### config.mk
export PLATFORM = sky130hd
export DESIGN_NAME = mac_rx_stats_gen
export DESIGN_NICKNAME = d
export VERILOG_FILES = /design/src/rtl/mac_rx_stats_gen.sv
export SDC_FILE = /design/constraint.sdc
export NUM_CORES = 1
export LEC_CHECK = 0
export ABC_CLOCK_PERIOD_IN_PS = 6500
export CAP_MARGIN = 30
export CORE_UTILIZATION = 60
export CTS_CLUSTER_DIAMETER = 200
export DETAILED_ROUTE_END_ITERATION = 16
export HOLD_SLACK_MARGIN = 0.03
export PLACE_DENSITY = 0.79
export SLEW_MARGIN = 5
export SYNTH_ARGS = -nofsm -noshare
export SYNTH_HDL_FRONTEND = slang
export SYNTH_SLANG_ARGS = --single-unit
### constraint.sdc
create_clock -name rx_clk -period 6.5 [get_ports rx_clk]
set_input_delay 0.975 -clock rx_clk [delete_from_list [all_inputs] [get_ports rx_clk]]
set_output_delay 0.975 -clock rx_clk [all_outputs]
set_load 0.05 [all_outputs]
### src/rtl/mac_rx_stats_gen.sv
// Passive MAC rx statistics: timestamp, word, packet and error counters with periodic coherent snapshots.
// Latency: an event is published on the first snapshot edge after it, at most UPDATE_PERIOD cycles later.
// Backpressure: none; monitor only, a beat counts only when mon_tvalid and mon_tready are both high.
module mac_rx_stats_gen #(
  parameter int KEEP_WIDTH    = 8,
  parameter int MAX_PKT_WORDS = 190,
  parameter int UPDATE_PERIOD = 16
) (
  input  logic                  rx_clk,
  input  logic                  rst_n,
  input  logic                  mon_tvalid,
  input  logic                  mon_tready,
  input  logic                  mon_tlast,
  input  logic [KEEP_WIDTH-1:0] mon_tkeep,
  input  logic                  mon_tuser,
  input  logic                  stat_clr,
  output logic [63:0]           stat_mac_rx_ts,
  output logic [31:0]           stat_mac_rx_word_cnt,
  output logic [31:0]           stat_mac_rx_pkt_cnt,
  output logic [31:0]           stat_mac_rx_err_cnt,
  output logic                  stat_update
);

  localparam int              PW          = $clog2(UPDATE_PERIOD);
  localparam logic [PW-1:0]   PERIOD_LAST = PW'(UPDATE_PERIOD - 1);
  localparam logic [15:0]     MAX_LEN     = 16'(MAX_PKT_WORDS);

  typedef enum logic {
    IDLE   = 1'b0,
    IN_PKT = 1'b1
  } state_t;

  state_t        state;
  state_t        state_nxt;

  logic          beat;
  logic [15:0]   len;
  logic [15:0]   len_inc;
  logic          err_flag;
  logic          acc_err;
  logic          beat_err;
  logic          pkt_end;
  logic          pkt_bad;

  logic [63:0]   ts_cnt;
  logic [63:0]   ts_i;
  logic [31:0]   word_i;
  logic [31:0]   pkt_i;
  logic [31:0]   err_i;
  logic [PW-1:0] period_cnt;
  logic          publish;

  assign beat    = mon_tvalid & mon_tready;
  assign publish = (period_cnt == PERIOD_LAST);

  // Packet FSM state register; reset drops any partial packet.
  always_ff @(posedge rx_clk or negedge rst_n) begin
    if (!rst_n) begin
      state <= IDLE;
    end else begin
      state <= state_nxt;
    end
  end

  // Next state: a non-last beat opens or continues a packet, a last beat closes it.
  always_comb begin
    state_nxt = state;
    if (beat) begin
      state_nxt = mon_tlast ? IDLE : IN_PKT;
    end
  end

  // Per-beat checks and packet-end evaluation, including the current beat's checks.
  always_comb begin
    len_inc = 16'd1;
    acc_err = 1'b0;
    if (state == IN_PKT) begin
      len_inc = (len == 16'hFFFF) ? len : len + 16'd1;
      acc_err = err_flag;
    end
    beat_err = mon_tuser
             | (!mon_tlast && (mon_tkeep != '1))
             | (mon_tlast && (mon_tkeep == '0))
             | (len_inc > MAX_LEN);
    pkt_end  = beat & mon_tlast;
    pkt_bad  = acc_err | beat_err;
  end

  // Length and sticky error of the packet in flight; stat_clr leaves these alone.
  always_ff @(posedge rx_clk or negedge rst_n) begin
    if (!rst_n) begin
      len      <= 16'd0;
      err_flag <= 1'b0;
    end else if (beat && !mon_tlast) begin
      len      <= len_inc;
      err_flag <= pkt_bad;
    end
  end

  // Free-running timestamp, immune to stat_clr.
  always_ff @(posedge rx_clk or negedge rst_n) begin
    if (!rst_n) begin
      ts_cnt <= 64'd0;
    end else begin
      ts_cnt <= ts_cnt + 64'd1;
    end
  end

  // Internal counters; a clear on the same edge discards that edge's increment.
  always_ff @(posedge rx_clk or negedge rst_n) begin
    if (!rst_n) begin
      word_i <= 32'd0;
      pkt_i  <= 32'd0;
      err_i  <= 32'd0;
      ts_i   <= 64'd0;
    end else if (stat_clr) begin
      word_i <= 32'd0;
      pkt_i  <= 32'd0;
      err_i  <= 32'd0;
      ts_i   <= 64'd0;
    end else begin
      if (beat) begin
        word_i <= word_i + 32'd1;
      end
      if (pkt_end) begin
        if (pkt_bad) begin
          err_i <= err_i + 32'd1;
        end else begin
          pkt_i <= pkt_i + 32'd1;
          ts_i  <= ts_cnt;
        end
      end
    end
  end

  // Snapshot period counter; a clear forces a publish on the very next edge.
  always_ff @(posedge rx_clk or negedge rst_n) begin
    if (!rst_n) begin
      period_cnt <= '0;
    end else if (stat_clr) begin
      period_cnt <= PERIOD_LAST;
    end else if (publish) begin
      period_cnt <= '0;
    end else begin
      period_cnt <= period_cnt + 1'b1;
    end
  end

  // Published snapshot: loads only on publish edges so the CDC sees stable values.
  always_ff @(posedge rx_clk or negedge rst_n) begin
    if (!rst_n) begin
      stat_mac_rx_ts       <= 64'd0;
      stat_mac_rx_word_cnt <= 32'd0;
      stat_mac_rx_pkt_cnt  <= 32'd0;
      stat_mac_rx_err_cnt  <= 32'd0;
      stat_update          <= 1'b0;
    end else begin
      stat_update <= publish;
      if (publish) begin
        stat_mac_rx_ts       <= ts_i;
        stat_mac_rx_word_cnt <= word_i;
        stat_mac_rx_pkt_cnt  <= pkt_i;
        stat_mac_rx_err_cnt  <= err_i;
      end
    end
  end

endmodule
==> results.py, run 1 <==
metrics = {
    "run_status": {
        "outcome": "completed",
    },
    "timing": {
        "final.setup_skew_ns": 0.0173,
        "setup_viol": 0,
        "final.setup.tns_ns": 0,
        "period_share_pct": 64.9,
        "fmax_mhz": 237,
        "finalMaxSlewViolations": 0,
        "tightest_slew_ns": 0.955,
        "rsz0062_at_grt": "false",
        "maxSlewHeadroom_pct": 36.3,
        "hold_viol": 0,
        "period_needed_ns": 4.22,
    },
    "cts": {
        "cts_tree": "done",
        "postCtsSetupRepairBufs": 0,
        "clk_pin_slew_ns": 0.06,
        "clock_path_buffers": 3,
        "cts_max_level": 2,
        "cts_inserted_buffers": 42,
        "clock_latency_ns": 0.53,
        "clkSinkCount": 407,
        "cts_root_buf": "clkbuf_16",
        "cts_hold_buf": 0,
        "cts_resized": 0,
    },
    "global_routing": {
        "antenna_found_initial": 0,
        "grt.met1_usage_pct": 36.7,
        "grt_first_pass_wirelength_um": 65500,
        "grt_pass1_vias": 13300,
        "use_met3_pct": 3.68,
        "grt_busiest_layer": "met2",
        "grt_usage_pct": 26.2,
        "overflow": 0,
        "grt_max_degree": 155,
        "grtUsageMet2_pct": 42.5,
    },
    "worst_setup_path": {
        "r2r_cells": 10,
        "cp-start-kind": "flop",
        "path_buf_inv": 1,
        "end_kind": "flop",
        "cp_max_fo": 45,
        "r2r-end": "ts_i[31]",
        "cp.arrival_ns": 4.59,
        "worst-setup-path-type": "flop to flop",
        "r2r_start": "len[0]",
        "max_stage_delay_ns": 0.58,
        "path_cells": "ha_1 > nand4_1 > nor4_2 > mux2_2 > nor4_1 > o21ai_0 > nand3_4 > buf_4 > mux2i_1 > nor2_1",
        "cp_data_required_time_ns": 6.87,
        "rrSetupSlack_ns": 2.28,
        "cp_top_family": "simple AND/OR/NAND/NOR gates",
        "slowest_stage": "nor4_2",
    },
    "layout": {
        "diodes": 0,
        "layout-drive-gt1-share_pct": 4.83,
        "post-route-util_pct": 72.9,
        "num-nets-final": 2007,
        "syn2layout_area_growth_pct": 19.0,
    },
    "synth": {
        "synth_most_common_cell": "nand2_1",
        "netlist_area_um2": 17700,
        "synth_nets": 1865,
        "synthFlopType": "dfrtp_1",
        "synth_top_area_cell": "dfrtp_1",
        "synthCells": 1844,
        "synth.distinct_cells": 48,
        "yosysTopAreaCellShare_pct": 57.6,
        "synthTopCellsByCount": "536 x nand2_1, 407 x dfrtp_1, 144 x nor2_1",
        "postSynth.asyncResetShare_pct": 100,
        "ys_seq_elements": 407,
        "synth.area.top_cells": "dfrtp_1 58%, nand2_1 11%, mux2i_1 3.9%",
        "synth_edf_count": 0,
        "seq_area_frac_synth_pct": 57.6,
        "syn_avg_cell_area_um2": 9.60,
        "yosys_warnings": 0,
    },
    "floorplan": {
        "num_rows": 62,
        "fp.dieH_um": 174,
        "io_pins": 176,
        "core_area_um2": 28900,
        "start_util_pct": 61.3,
        "dieArea_um2": 30200,
        "die_w_um": 174,
    },
    "routing": {
        "num_vias": 13700,
        "drtIter0Drc": 1160,
        "post_drt_wl_per_cell_um": 16.3,
        "avgViaCountPerCell": 5.71,
        "drtPass1Iterations": 5,
        "routed_wl_um": 39000,
        "drc": 0,
        "ant_nets": 0,
    },
    "placement": {
        "post-dp-hpwl_um": 24800,
        "gp_congestion": 0.864,
        "numPortBuffers": 175,
    },
    "power_and_ir_drop": {
        "intPower_w": 0.00395,
        "power_density_nw_per_um2": 252,
        "p_sw_w": 0.00135,
        "swShare_pct": 25.4,
        "pwr-share-seq_pct": 49.2,
        "p_leak_nw": 10.2,
        "pwr-share-comb_pct": 8.7,
        "irDropWorstVdd_uv": 184,
        "pwr-share-clk_pct": 42.1,
    },
    "hold_path": {
        "hp-class": "primary input to async pin",
    },
    "run": {
        "maxCapViolations": 0,
    },
}
-- placed cells by master (no fill, tap or decap), types with 6 or more instances in the layout --
master           instances
inv_1                   28
clkbuf_16               43
ha_1                     6
a21oi_1                 74
nand4_1                 40
nand2_1                536
buf_4                   10
mux2_2                   7
nor2b_1                  6
clkinv_2                 6
and3_1                  31
nand3_1                 67
mux2i_1                 69
dfrtp_1                407
or3_1                   31
o31ai_1                 30
xor2_1                  36
o21ai_0                 61
xnor2_1                 57
nand2b_1                 6
nor4_1                  10
or2_2                    6
and4_1                  16
clkdlybuf4s50_1        173
nor3_1                   9
clkbuf_1                12
nor2_1                 144
or4_1                   32
-- per-stage QoR --
stage / cell area (um^2) / power, W / setup WS [ns] / hold slack, ns / std cells
final: 21100 / 0.00529 / 2.28 / 0.467 / 2394
after global placement: 19700 / 0.00308 / 2.54 / 0.452 / 2321
after global routing: 21100 / 0.00548 / 2.00 / 0.492 / 2394
after detailed placement: 19700 / 0.00310 / 2.33 / 0.461 / 2323
after floorplan: 17700 / 0.00293 / 3.26 / 0.438 / 1844
after CTS: 21000 / 0.00532 / 2.32 / 0.472 / 2391
-- metal layers --
metal	share of wire (%)	up-vias
met4	2.4	0
met1	44	6751
met5	0	-
met2	48	365
li1	-	6479
met3	4.8	71
-- power by group through the flow --
stage	clock, W	sequential (W)	combinational, W
global placement	0	0.00265	0.000429
global route	0.00236	0.00261	0.000509
floorplan	0	0.00266	0.000269
CTS	0.00227	0.00260	0.000453
finish	0.00223	0.00260	0.000459
detailed placement	0	0.00265	0.000452
-- how the worst max path moves through the flow --
stage          cells past startpoint          from       end  slack, ns
6_report                          10        len[0]  ts_i[31]       2.28
5_1_grt                           10        len[0]  pkt_i[4]       2.00
3_5_place_dp                      10        len[0]  pkt_i[3]       2.33
3_3_place_gp                      10  mon_tkeep[6]  pkt_i[7]       2.54
4_1_cts                           10        len[0]  pkt_i[4]       2.32
2_1_floorplan                     11        len[0]  ts_i[14]       3.26
-- cells by family after synthesis --
family	Yosys count	synth area share, %
simple gates	950	24.1
flops	407	57.6
compound gates	191	6.34
fa+ha+maj	6	0.424
buf+inv	121	2.68
mux	76	4.35
xor+xnor	93	4.60
-- registers in the layout, indices dropped and copies added (netlist names) --
signal,count
err_flag,1
ts_i,64
stat_update,1
err_i,32
state,1
stat_mac_rx_word_cnt,32
ts_cnt,64
len,16
word_i,32
stat_mac_rx_ts,64
pkt_i,32
stat_mac_rx_err_cnt,32
period_cnt,4
stat_mac_rx_pkt_cnt,32
-- cell type report --
cell class	instances	area, um^2
inverter	29	111
timing repair buffer	190	1950
fill	2109	7810
clock inverter	9	77.6
clock buffer	59	1180
sequential	407	10200
tap	384	480
multi-input combinational	1316	7070
Power figures use the tool's default switching activity.
==> run 2, diff against run 1 <==
- ABC_CLOCK_PERIOD_IN_PS: 6500 -> 3800
- CORE_UTILIZATION: 60 -> 52
- PLACE_DENSITY: 0.79 -> 0.73
- clock period: 6.5 -> 3.8 ns (I/O delays scaled with it)
==> results.py, run 2 (synthesis results as in run 1) <==
metrics = {
    "run_status": {
        "outcome": "completed",
    },
    "layout": {
        "layout-drive-gt1-share_pct": 5.85,
        "fin_area_um2": 21400,
        "final_cell_mix": "536 x nand2_1, 407 x dfrtp_1, 173 x clkdlybuf4s50_1, 144 x nor2_1, 74 x a21oi_1",
        "reg_top3": "stat_mac_rx_ts x64, ts_cnt x64, ts_i x64",
        "final_common_cell": "nand2_1",
        "diodes": 0,
        "num-nets-final": 2023,
        "syn2layout_area_growth_pct": 20.8,
    },
    "timing": {
        "final.setup.tns_ns": 0,
        "fmax_mhz": 283,
        "finalMaxSlewViolations": 0,
        "rsz0062_at_grt": "false",
        "period_needed_ns": 3.54,
        "maxSlewHeadroom_pct": 40.9,
        "hold_viol": 0,
        "setup_viol": 0,
        "period_share_pct": 93.1,
        "tightest_slew_ns": 0.886,
        "final.setup_skew_ns": 0.0140,
        "setup_ws_ns": 0.263,
    },
    "floorplan": {
        "core_area_um2": 33500,
        "start_util_pct": 52.8,
        "num_rows": 67,
        "io_pins": 176,
        "die_w_um": 186,
        "fp.dieH_um": 186,
        "dieArea_um2": 34800,
    },
    "routing": {
        "ant_nets": 0,
        "drc": 0,
        "avgViaCountPerCell": 5.48,
        "post_drt_wl_per_cell_um": 15.7,
        "drtPass1Iterations": 5,
        "num_vias": 13600,
        "drtIter0Drc": 767,
        "routed_wl_um": 39100,
    },
    "power_and_ir_drop": {
        "irDropWorstVdd_uv": 432,
        "p_total_w": 0.00929,
        "power_density_nw_per_um2": 434,
        "p_leak_nw": 10.3,
    },
    "placement": {
        "dpl_cell_area_um2": 20000,
        "dpl_worst_slack_ns": 0.279,
        "post-dp-hpwl_um": 25600,
        "numPortBuffers": 175,
        "gp_congestion": 0.851,
    },
    "worst_setup_path": {
        "rrSetupSlack_ns": 0.26,
        "worstSetupStartpoint": "len[0]",
        "end_kind": "flop",
        "cp_max_fo": 62,
        "r2r_start": "len[0]",
        "worst-setup-path-type": "flop to flop",
        "cp_data_required_time_ns": 4.24,
        "r2r-end": "err_i[7]",
        "cp-start-kind": "flop",
        "cp.arrival_ns": 3.98,
        "r2r_cells": 10,
    },
    "hold_path": {
        "hp-class": "primary input to async pin",
    },
    "cts": {
        "clk_pin_slew_ns": 0.06,
        "cts_tree": "done",
        "cts_max_level": 2,
        "cts_root_buf": "clkbuf_16",
        "clock_latency_ns": 0.53,
        "clock_path_buffers": 3,
        "cts_inserted_buffers": 42,
        "clkSinkCount": 407,
    },
    "run": {
        "maxCapViolations": 0,
    },
    "global_routing": {
        "grt_usage_pct": 22.9,
        "grt_first_pass_wirelength_um": 67000,
        "grt_max_degree": 101,
        "overflow": 0,
        "grt_pass1_vias": 13500,
        "antenna_found_initial": 0,
    },
}
run 2: changes by cell type in the layout (fill, tap and decap cells not counted), sizes merged:
cell,delta
bufinv,+2
buf,+17
clkinv,+1
clkbuf,+4
run 2: power by group:
part	internal [W]	total, W	switching [W]	leakage [nW]
logic	0.000142	0.000755	0.000614	4.03
registers	0.00438	0.00446	0.0000735	5.64
clock network	0.00243	0.00408	0.00165	0.675
run 2: timing repair:
action                                  CTS  global route
hold buffers                              0             0
setup buffers                             0             0
gates resized for setup                   0             2
endpoints found under the setup margin    0             5
run 2: worst max path at each step:
| stage | end | slack [ns] | depth (start not counted) |
|---|---|---|---|
| after floorplan | ts_i[14] | 0.56 | 11 |
| after global placement | pkt_i[22] | 0.33 | 9 |
| after detailed placement | pkt_i[22] | 0.28 | 9 |
| after CTS | pkt_i[11] | 0.21 | 10 |
| after global routing | err_i[11] | 0.007 | 10 |
| final | err_i[7] | 0.26 | 10 |
run 2: metal layers:
layer | up-vias | wire length, um | share of wire [%] | global-route usage, %
li1 | 6523 | - | - | -
met1 | 6721 | 17500 | 45 | 31.6
met2 | 299 | 19100 | 49 | 38.3
met3 | 54 | 1710 | 4.4 | 3.39
met4 | 0 | 719 | 1.8 | 5.86
met5 | - | 0 | 0 | 0
run 2: layout make-up:
type / instances / area (um^2)
multi-input cells: 1316 / 7080
well taps: 448 / 561
inverters: 29 / 111
clock buffers: 64 / 1220
flip-flops and latches: 407 / 10200
fillers: 2747 / 12200
repair buffers: 206 / 2070
clock inverters: 12 / 143
run 2: stage by stage:
stage / instances / utilization (%) / hold WS (ns)
after floorplan: 1844 / - / 0.274
after global placement: 2406 / 59.6 / 0.454
after detailed placement: 2406 / 59.6 / 0.461
after CTS: 2482 / 63.7 / 0.133
after global routing: 2482 / 63.8 / 0.173
final: 2482 / 63.8 / 0.0676
run 2: worst max-delay path, stage by stage (launching register included):
cell and delay [ns]:
dfrtp_1 0.45, ha_1 0.29, nand4_1 0.33, nor4_4 0.39, mux2_2 0.37, nor4_1 0.32
o21a_1 0.28, o31ai_4 0.11, buf_12 0.20, or4_1 0.51, a21oi_1 0.16
